<file path="config.mk">
export PLATFORM = sky130hd
export DESIGN_NAME = acl_txbuf_ctrl_flat
export DESIGN_NICKNAME = d
export VERILOG_FILES = /design/src/rtl/acl_txbuf_ctrl_if.sv /design/src/rtl/acl_txbuf_ctrl.sv /design/src/flat_wrapper.sv
export SDC_FILE = /design/constraint.sdc
export NUM_CORES = 1
export LEC_CHECK = 0
export ABC_AREA = 1
export BUFFER_PORTS_ARGS = -buffer_cell sky130_fd_sc_hd__buf_2
export CAP_MARGIN = 20
export CORE_UTILIZATION = 30
export CTS_CLUSTER_SIZE = 20
export DETAILED_ROUTE_END_ITERATION = 16
export GPL_ROUTABILITY_DRIVEN = 0
export PLACE_DENSITY = 0.47
export SLEW_MARGIN = 20
export SYNTH_ARGS = -nofsm -noshare
export SYNTH_HDL_FRONTEND = slang
export SYNTH_SLANG_ARGS = --single-unit
</file>
<file path="constraint.sdc">
create_clock -name clk_6M -period 3.6 [get_ports clk_6M]
set_input_delay 0.18 -clock clk_6M [delete_from_list [all_inputs] [get_ports clk_6M]]
set_output_delay 0.18 -clock clk_6M [all_outputs]
set_load 0.005 [all_outputs]
</file>
<file path="src/rtl/acl_txbuf_ctrl_if.sv">
// Host/baseband-facing signal bundle for the ACL transmit double-buffer controller.
// The master side drives commits, flushes, and TX strobes; the slave side is the controller.
interface acl_txbuf_ctrl_if #(
    parameter int LEN_W = 10
);
    logic             connsnew;
    logic [2:0]       ms_lt_addr;
    logic [7:0]       dec_arqn;
    logic             header_st_p;
    logic             regi_txwr_p;
    logic [LEN_W-1:0] regi_txlen;
    logic             regi_flushcmd_p;
    logic             wr_ptr;
    logic             txbuf_rdsel;
    logic [LEN_W-1:0] txpylen;
    logic             send_new_p;
    logic             send_old_p;
    logic             send_0c_p;
    logic             send_null_p;
    logic             txbuf_full;
    logic             txbuf_empty;
    logic             txbuf_ovf;

    modport master (
        output connsnew, ms_lt_addr, dec_arqn, header_st_p,
        output regi_txwr_p, regi_txlen, regi_flushcmd_p,
        input  wr_ptr, txbuf_rdsel, txpylen,
        input  send_new_p, send_old_p, send_0c_p, send_null_p,
        input  txbuf_full, txbuf_empty, txbuf_ovf
    );

    modport slave (
        input  connsnew, ms_lt_addr, dec_arqn, header_st_p,
        input  regi_txwr_p, regi_txlen, regi_flushcmd_p,
        output wr_ptr, txbuf_rdsel, txpylen,
        output send_new_p, send_old_p, send_0c_p, send_null_p,
        output txbuf_full, txbuf_empty, txbuf_ovf
    );
endinterface

</file>
<file path="src/rtl/acl_txbuf_ctrl.sv">
// ACL transmit double-buffer controller: host commits, ARQN-driven new/old/null/0c payload decisions.
// Optional flush support is enabled by defining ACLTXBUF_FLUSH_EN.
module acl_txbuf_ctrl #(
    parameter int LEN_W = 10
) (
    input  logic                clk_6M,
    input  logic                rstz,
    acl_txbuf_ctrl_if.slave     bus
);
    typedef enum logic [1:0] {
        BUF_EMPTY    = 2'd0,
        BUF_FILLED   = 2'd1,
        BUF_INFLIGHT = 2'd2
    } buf_st_e;

    buf_st_e          st_q [2];
    buf_st_e          st_d [2];
    logic [LEN_W-1:0] len_q [2];
    logic [LEN_W-1:0] len_d [2];
    logic             wr_ptr_q, wr_ptr_d;
    logic             rd_ptr_q, rd_ptr_d;
    logic             rdsel_q, rdsel_d;
    logic [LEN_W-1:0] txpylen_q, txpylen_d;
    logic             new_q, new_d;
    logic             old_q, old_d;
    logic             oc_q, oc_d;
    logic             null_q, null_d;
    logic             full_q, full_d;
    logic             empty_q, empty_d;
    logic             ovf_q, ovf_d;
    logic             ack_s;
    logic             inflight_s;
    logic             nxt_s;
`ifdef ACLTXBUF_FLUSH_EN
    logic             flush_pend_q, flush_pend_d;
`else
    logic             unused_flush_s;
    assign unused_flush_s = bus.regi_flushcmd_p;
`endif

    assign ack_s      = bus.dec_arqn[bus.ms_lt_addr];
    // The in-flight buffer, when there is one, is always the one rd_ptr points at.
    assign inflight_s = (st_q[rd_ptr_q] == BUF_INFLIGHT);
    assign nxt_s      = ~rd_ptr_q;

    // Next-state: header decision and host commit both evaluated on the pre-edge buffer state.
    always_comb begin
        st_d      = st_q;
        len_d     = len_q;
        wr_ptr_d  = wr_ptr_q;
        rd_ptr_d  = rd_ptr_q;
        rdsel_d   = rdsel_q;
        txpylen_d = txpylen_q;
        new_d     = 1'b0;
        old_d     = 1'b0;
        oc_d      = 1'b0;
        null_d    = 1'b0;
        ovf_d     = ovf_q;
`ifdef ACLTXBUF_FLUSH_EN
        flush_pend_d = flush_pend_q;
`endif

        if (bus.header_st_p) begin
            if (inflight_s && !ack_s) begin
`ifdef ACLTXBUF_FLUSH_EN
                if (flush_pend_q) begin
                    st_d[rd_ptr_q] = BUF_EMPTY;
                    rd_ptr_d       = nxt_s;
                    oc_d           = 1'b1;
                    txpylen_d      = {LEN_W{1'b0}};
                end else begin
                    old_d     = 1'b1;
                    txpylen_d = len_q[rd_ptr_q];
                end
`else
                old_d     = 1'b1;
                txpylen_d = len_q[rd_ptr_q];
`endif
            end else if (inflight_s) begin
                st_d[rd_ptr_q] = BUF_EMPTY;
                rd_ptr_d       = nxt_s;
                if (st_q[nxt_s] == BUF_FILLED) begin
                    st_d[nxt_s] = BUF_INFLIGHT;
                    rdsel_d     = nxt_s;
                    txpylen_d   = len_q[nxt_s];
                    new_d       = 1'b1;
                end else begin
                    null_d    = 1'b1;
                    txpylen_d = {LEN_W{1'b0}};
                end
            end else if (st_q[rd_ptr_q] == BUF_FILLED) begin
                st_d[rd_ptr_q] = BUF_INFLIGHT;
                rdsel_d        = rd_ptr_q;
                txpylen_d      = len_q[rd_ptr_q];
                new_d          = 1'b1;
            end else begin
                null_d    = 1'b1;
                txpylen_d = {LEN_W{1'b0}};
            end
`ifdef ACLTXBUF_FLUSH_EN
            flush_pend_d = 1'b0;
`endif
        end else begin
            rdsel_d = rdsel_q;
        end

`ifdef ACLTXBUF_FLUSH_EN
        // A flush request arriving with a header is kept for the following decision.
        if (bus.regi_flushcmd_p) begin
            flush_pend_d = 1'b1;
        end else begin
            flush_pend_d = flush_pend_d;
        end
`endif

        // A buffer released by this header is still non-EMPTY pre-edge, so a same-cycle commit is dropped.
        if (bus.regi_txwr_p) begin
            if (st_q[wr_ptr_q] == BUF_EMPTY) begin
                st_d[wr_ptr_q]  = BUF_FILLED;
                len_d[wr_ptr_q] = bus.regi_txlen;
                wr_ptr_d        = ~wr_ptr_q;
            end else begin
                ovf_d = 1'b1;
            end
        end else begin
            ovf_d = ovf_d;
        end

        full_d  = (st_d[0] != BUF_EMPTY) && (st_d[1] != BUF_EMPTY);
        empty_d = (st_d[0] == BUF_EMPTY) && (st_d[1] == BUF_EMPTY);

        if (bus.connsnew) begin
            st_d[0]   = BUF_EMPTY;
            st_d[1]   = BUF_EMPTY;
            len_d[0]  = {LEN_W{1'b0}};
            len_d[1]  = {LEN_W{1'b0}};
            wr_ptr_d  = 1'b0;
            rd_ptr_d  = 1'b0;
            rdsel_d   = 1'b0;
            txpylen_d = {LEN_W{1'b0}};
            new_d     = 1'b0;
            old_d     = 1'b0;
            oc_d      = 1'b0;
            null_d    = 1'b0;
            ovf_d     = 1'b0;
            full_d    = 1'b0;
            empty_d   = 1'b1;
`ifdef ACLTXBUF_FLUSH_EN
            flush_pend_d = 1'b0;
`endif
        end else begin
            full_d = full_d;
        end
    end

    // State register with synchronous active-low reset.
    always_ff @(posedge clk_6M) begin
        if (!rstz) begin
            st_q[0]   <= BUF_EMPTY;
            st_q[1]   <= BUF_EMPTY;
            len_q[0]  <= {LEN_W{1'b0}};
            len_q[1]  <= {LEN_W{1'b0}};
            wr_ptr_q  <= 1'b0;
            rd_ptr_q  <= 1'b0;
            rdsel_q   <= 1'b0;
            txpylen_q <= {LEN_W{1'b0}};
            new_q     <= 1'b0;
            old_q     <= 1'b0;
            oc_q      <= 1'b0;
            null_q    <= 1'b0;
            full_q    <= 1'b0;
            empty_q   <= 1'b1;
            ovf_q     <= 1'b0;
`ifdef ACLTXBUF_FLUSH_EN
            flush_pend_q <= 1'b0;
`endif
        end else begin
            st_q      <= st_d;
            len_q     <= len_d;
            wr_ptr_q  <= wr_ptr_d;
            rd_ptr_q  <= rd_ptr_d;
            rdsel_q   <= rdsel_d;
            txpylen_q <= txpylen_d;
            new_q     <= new_d;
            old_q     <= old_d;
            oc_q      <= oc_d;
            null_q    <= null_d;
            full_q    <= full_d;
            empty_q   <= empty_d;
            ovf_q     <= ovf_d;
`ifdef ACLTXBUF_FLUSH_EN
            flush_pend_q <= flush_pend_d;
`endif
        end
    end

    assign bus.wr_ptr      = wr_ptr_q;
    assign bus.txbuf_rdsel = rdsel_q;
    assign bus.txpylen     = txpylen_q;
    assign bus.send_new_p  = new_q;
    assign bus.send_old_p  = old_q;
    assign bus.send_0c_p   = oc_q;
    assign bus.send_null_p = null_q;
    assign bus.txbuf_full  = full_q;
    assign bus.txbuf_empty = empty_q;
    assign bus.txbuf_ovf   = ovf_q;
endmodule

</file>
<file path="src/flat_wrapper.sv">
// flat-port wrapper written by rule: the top's interface ports become plain ports
module acl_txbuf_ctrl_flat 
#(
    parameter int LEN_W = 10
)
  (clk_6M, rstz, bus_connsnew, bus_ms_lt_addr, bus_dec_arqn, bus_header_st_p, bus_regi_txwr_p, bus_regi_txlen, bus_regi_flushcmd_p, bus_wr_ptr, bus_txbuf_rdsel, bus_txpylen, bus_send_new_p, bus_send_old_p, bus_send_0c_p, bus_send_null_p, bus_txbuf_full, bus_txbuf_empty, bus_txbuf_ovf);
  acl_txbuf_ctrl_if #(.LEN_W(LEN_W)) bus_i ();
  input  logic clk_6M;
  input  logic rstz;
  input wire logic [$bits(bus_i.connsnew)-1:0] bus_connsnew;
  input wire logic [$bits(bus_i.ms_lt_addr)-1:0] bus_ms_lt_addr;
  input wire logic [$bits(bus_i.dec_arqn)-1:0] bus_dec_arqn;
  input wire logic [$bits(bus_i.header_st_p)-1:0] bus_header_st_p;
  input wire logic [$bits(bus_i.regi_txwr_p)-1:0] bus_regi_txwr_p;
  input wire logic [$bits(bus_i.regi_txlen)-1:0] bus_regi_txlen;
  input wire logic [$bits(bus_i.regi_flushcmd_p)-1:0] bus_regi_flushcmd_p;
  output wire logic [$bits(bus_i.wr_ptr)-1:0] bus_wr_ptr;
  output wire logic [$bits(bus_i.txbuf_rdsel)-1:0] bus_txbuf_rdsel;
  output wire logic [$bits(bus_i.txpylen)-1:0] bus_txpylen;
  output wire logic [$bits(bus_i.send_new_p)-1:0] bus_send_new_p;
  output wire logic [$bits(bus_i.send_old_p)-1:0] bus_send_old_p;
  output wire logic [$bits(bus_i.send_0c_p)-1:0] bus_send_0c_p;
  output wire logic [$bits(bus_i.send_null_p)-1:0] bus_send_null_p;
  output wire logic [$bits(bus_i.txbuf_full)-1:0] bus_txbuf_full;
  output wire logic [$bits(bus_i.txbuf_empty)-1:0] bus_txbuf_empty;
  output wire logic [$bits(bus_i.txbuf_ovf)-1:0] bus_txbuf_ovf;
  assign bus_i.connsnew = bus_connsnew;
  assign bus_i.ms_lt_addr = bus_ms_lt_addr;
  assign bus_i.dec_arqn = bus_dec_arqn;
  assign bus_i.header_st_p = bus_header_st_p;
  assign bus_i.regi_txwr_p = bus_regi_txwr_p;
  assign bus_i.regi_txlen = bus_regi_txlen;
  assign bus_i.regi_flushcmd_p = bus_regi_flushcmd_p;
  assign bus_wr_ptr = bus_i.wr_ptr;
  assign bus_txbuf_rdsel = bus_i.txbuf_rdsel;
  assign bus_txpylen = bus_i.txpylen;
  assign bus_send_new_p = bus_i.send_new_p;
  assign bus_send_old_p = bus_i.send_old_p;
  assign bus_send_0c_p = bus_i.send_0c_p;
  assign bus_send_null_p = bus_i.send_null_p;
  assign bus_txbuf_full = bus_i.txbuf_full;
  assign bus_txbuf_empty = bus_i.txbuf_empty;
  assign bus_txbuf_ovf = bus_i.txbuf_ovf;
  acl_txbuf_ctrl #(.LEN_W(LEN_W)) u_core (.clk_6M(clk_6M), .rstz(rstz), .bus(bus_i));
endmodule
</file>
==> reports/qor.tcl <==
set qor(status) {complete, no violations}
set qor(setup_total_negative_slack_ns) 0
set qor(finalNetCount) 397
set qor(routed_wl_mm) 5.43
set qor(maximum_clock_rate_mhz) 426
set qor(worst_max_slew_margin_expressed_relative_to_the_limit_pct) 45.8
set qor(critPathMaxFanout) 27
set qor(root_buffer) {clkbuf_8}
set qor(placedCellCount) 459
set qor(critical_path.reg2reg.endpoint) {u_core.bus.txbuf_empty}
set qor(die_width_um) 88.9
set qor(grt_start_max_net_pins) 29
set qor(cts_resized) 0
set qor(cellLeakagePower_nw) 1.27
set qor(detailed_place_hpwl_mm) 3.80
set qor(switching_power_mw) 0.280
set qor(holdPathEnd) {u_core.len_q[7]}
set qor(cells_along_the_critical_path) {inv_2 > or2_2 > o21ai_0 > ha_1 > inv_2 > nand2_1 > nor2_1 > nor2_1 > nand3_1 > nand2_1 > nor2_1 > nor2_2 > nand2_1 > nand2_1}
set qor(die_height_um) 88.9
set qor(core_region_area_mm2) 0.00729
set qor(timing.critical_path.from_type) {flop}
set qor(crit_path_max_incr_delay_ns) 0.40
set qor(cts_inserted_buffers) 5
set qor(setup_ws_ns) 1.25
set qor(grt_pass1_wl_mm) 9.06
set qor(crit_top_cell) {nand2_1}
set qor(grt.overflow.total) 0
set qor(clock_insertion_delay_worst_skew_ns) 0.29
set qor(cts_max_path_buffers) 2
set qor(timing_worst_setup_path_type) {flop to flop}
set qor(cp.buffers_inverters) 2
set qor(worst_hold_path_cell_count) 3
set qor(worst-r2r-cell-count) 14
set qor(internal_power_mw) 0.753
set qor(placed_cell_area_mm2) 0.00253
set qor(synth_warnings) 0
set qor(clkSinkCount) 43
set qor(max_cap_viols) 0
set qor(yosysUniqueCellTypes) 29
set qor(most-common-layout-cells) {71 x nand2_1, 43 x buf_2, 43 x dfxtp_1, 40 x nor2_1, 32 x inv_1}
set qor(initial_core_util_pct) 31.1
set qor(net_count_synth) 362
set qor(mappedNetlistArea_mm2) 0.00227
set qor(timing.final.hold_violations) 0
set qor(power_mw) 1.03
set qor(die_outline_area_mm2) 0.00790
set qor(finClkSkew_ns) 0.0112
set qor(drt_first_pass_iters) 4
set qor(post_layout_nonfiller_instances) 466
set qor(fin_crit_ns) 2.35
set qor(ys_seq_elements) 43
set qor(remaining_drc_errors) 0
set qor(first_global_vias) 1925
set qor(worst_ep_arrival_ns) 2.57
set qor(total_routing_usage_gr_pct) 15.0
set qor(final-seq-area_um2) 861
set qor(worst_path_dominant_cell_family) {simple AND/OR/NAND/NOR gates}
set qor(period_share_pct) 65.2
set qor(route.antenna.remaining_nets) 0
set qor(tightestPinTransition_ns) 0.811
set qor(data_required_time_of_the_worst_path_ns) 3.83
set qor(synth_top_area_cell) {dfxtp_1}
set qor(final_area_mm2) 0.00263
set qor(finalSetupViolations) 0
set qor(tritoncts) {done}
set qor(cts.htree.levels) 2
set qor(placement.io_buffers) 43
set qor(synth.top_cell.area_share_pct) 38.0
set qor(syn_inst) 332
set qor(drt_first_iter_violations) 141
set qor(postCtsSetupRepairBufs) 0
set qor(clock_power_share_pct) 35.3
set qor(postSynthAreaPerCell_um2) 6.83
set qor(multi_input_logic_area_mm2) 0.00117
set qor(critPathSlowestCell) {ha_1}
set qor(drive_gt1_share_pct) 21.0
set qor(clk_transition_reported_paths_ns) 0.08
set qor(num-fill-cells) 838
set qor(power_per_cell_area_mw_per_mm2) 392
set qor(num_vias) 2091
set qor(vdd.ir_drop.worst_uv) 144
set qor(crit_path_end_kind) {flop}
set qor(dp_worst_setup_slack_ns) 1.26
set qor(hold_start) {bus_regi_txlen[7]}
set qor(hold_path_class) {input pin to flop}
set qor(r2r_slack_ns) 1.25
set qor(routed_wire_length_per_instance_um) 11.7
set qor(power_switching_share_pct) 27.1
set qor(number_of_antenna_violations_at_the_first_check_in_global_routing) 0
set qor(num_ports) 46
set qor(antenna-diode-count) 0
set qor(floorplan_row_count) 31
set qor(ys_seq_area_share_pct) 38.0
set qor(startpoint) {u_core.rd_ptr_q}
set qor(rsz0062_at_grt) {no}
set qor(seq_power_share_pct) 48.4
set qor(detail_route.vias_per_cell) 4.49
set qor(layout_commonest_cell) {nand2_1}
set qor(timing.rr.start) {u_core.rd_ptr_q}
set qor(comb_power_share_pct) 16.3
set qor(timing_max_transition_violations_final) 0
set qor(synth_top_cells_by_area) {dfxtp_1 38%, nand2_1 12%, nor2_1 6.6%}
set qor(hold_buffers) 0
set qor(flow.area_growth_from_synthesis_pct) 16.2
==> synthesized netlist by cell type <==
| cell type | count |
|---|---|
| dfxtp_1 | 43 |
| or2_2 | 1 |
| nor3_1 | 2 |
| a21oi_1 | 26 |
| nand3_2 | 4 |
| nor2_1 | 40 |
| nor2_4 | 1 |
| o21ai_1 | 2 |
| buf_6 | 1 |
| nand2_4 | 3 |
| nand2_2 | 3 |
| o21ai_0 | 21 |
| clkinv_1 | 1 |
| clkbuf_1 | 8 |
| inv_1 | 32 |
| o211ai_1 | 20 |
| conb_1 | 1 |
| buf_1 | 2 |
| buf_4 | 3 |
| buf_2 | 2 |
| nand3_4 | 1 |
| nor2_2 | 3 |
| a21oi_2 | 1 |
| nand4_1 | 1 |
| ha_1 | 3 |
| nand2_1 | 71 |
| nand3b_2 | 1 |
| inv_2 | 9 |
| nand3_1 | 26 |
==> per-stage QoR <==
stage,hold slack [ns],utilization [%]
3_5_place_dp,0.431,34.7
4_1_cts,0.119,36.1
6_report,0.121,36.1
3_3_place_gp,0.419,34.7
5_1_grt,0.128,36.1
2_1_floorplan,0.315,-
==> cell families after synthesis <==
group / synth area share, %
other: 0.165
buffers and inverters: 10.5
AOI/OAI and AO/OA: 17.8
adders and majority gates: 1.66
and+or+nand+nor: 31.8
DFF: 38.0
==> registers in the layout (all words and copies together), names as in the netlist <==
register	count
u_core.bus.wr_ptr	1
u_core.bus.send_null_p	1
u_core.bus.send_old_p	1
u_core.st_q	4
u_core.bus.txpylen	10
u_core.bus.txbuf_full	1
u_core.bus.txbuf_empty	1
u_core.bus.send_new_p	1
u_core.rd_ptr_q	1
u_core.len_q	20
u_core.bus.txbuf_rdsel	1
u_core.bus.txbuf_ovf	1
==> area by class of cell <==
cell class / count / area share [%]
clock buffer: 6 / 2.76
clock inverter: 1 / 1.14
inverter: 42 / 5.99
multi-input combinational: 231 / 44.3
sequential: 43 / 32.7
tap: 99 / 4.70
timing repair buffer: 44 / 8.46
==> power by group through the flow <==
stage / clock [mW] / combinational [mW] / sequential (mW)
global placement: 0 / 0.170 / 0.511
detailed placement: 0 / 0.170 / 0.512
floorplan: 0 / 0.122 / 0.511
global route: 0.400 / 0.194 / 0.503
CTS: 0.380 / 0.170 / 0.500
finish: 0.364 / 0.168 / 0.500
==> worst min-delay path, stage by stage <==
cell    delay, ns
buf_2        0.08
nor2_1       0.04
nor2_1       0.08
==> metal layers <==
layer | up-vias | part of all wire (%) | GRT usage, %
li1 | 1138 | - | -
met1 | 905 | 51 | 20.7
met2 | 44 | 43 | 24.2
met3 | 4 | 4.3 | 2.03
met4 | 0 | 0.77 | 4.84
met5 | - | 0 | 0
==> worst max-delay path by stage <==
| stage | endpoint | cells past startpoint |
|---|---|---|
| floorplan | u_core.bus.txbuf_empty | 17 |
| global placement | u_core.bus.txbuf_empty | 14 |
| detailed placement | u_core.bus.txbuf_empty | 14 |
| global route | u_core.bus.txbuf_empty | 14 |
| finish | u_core.bus.txbuf_empty | 14 |
| CTS | u_core.bus.txbuf_empty | 14 |
No activity file was read; power rests on OpenSTA's default activity.
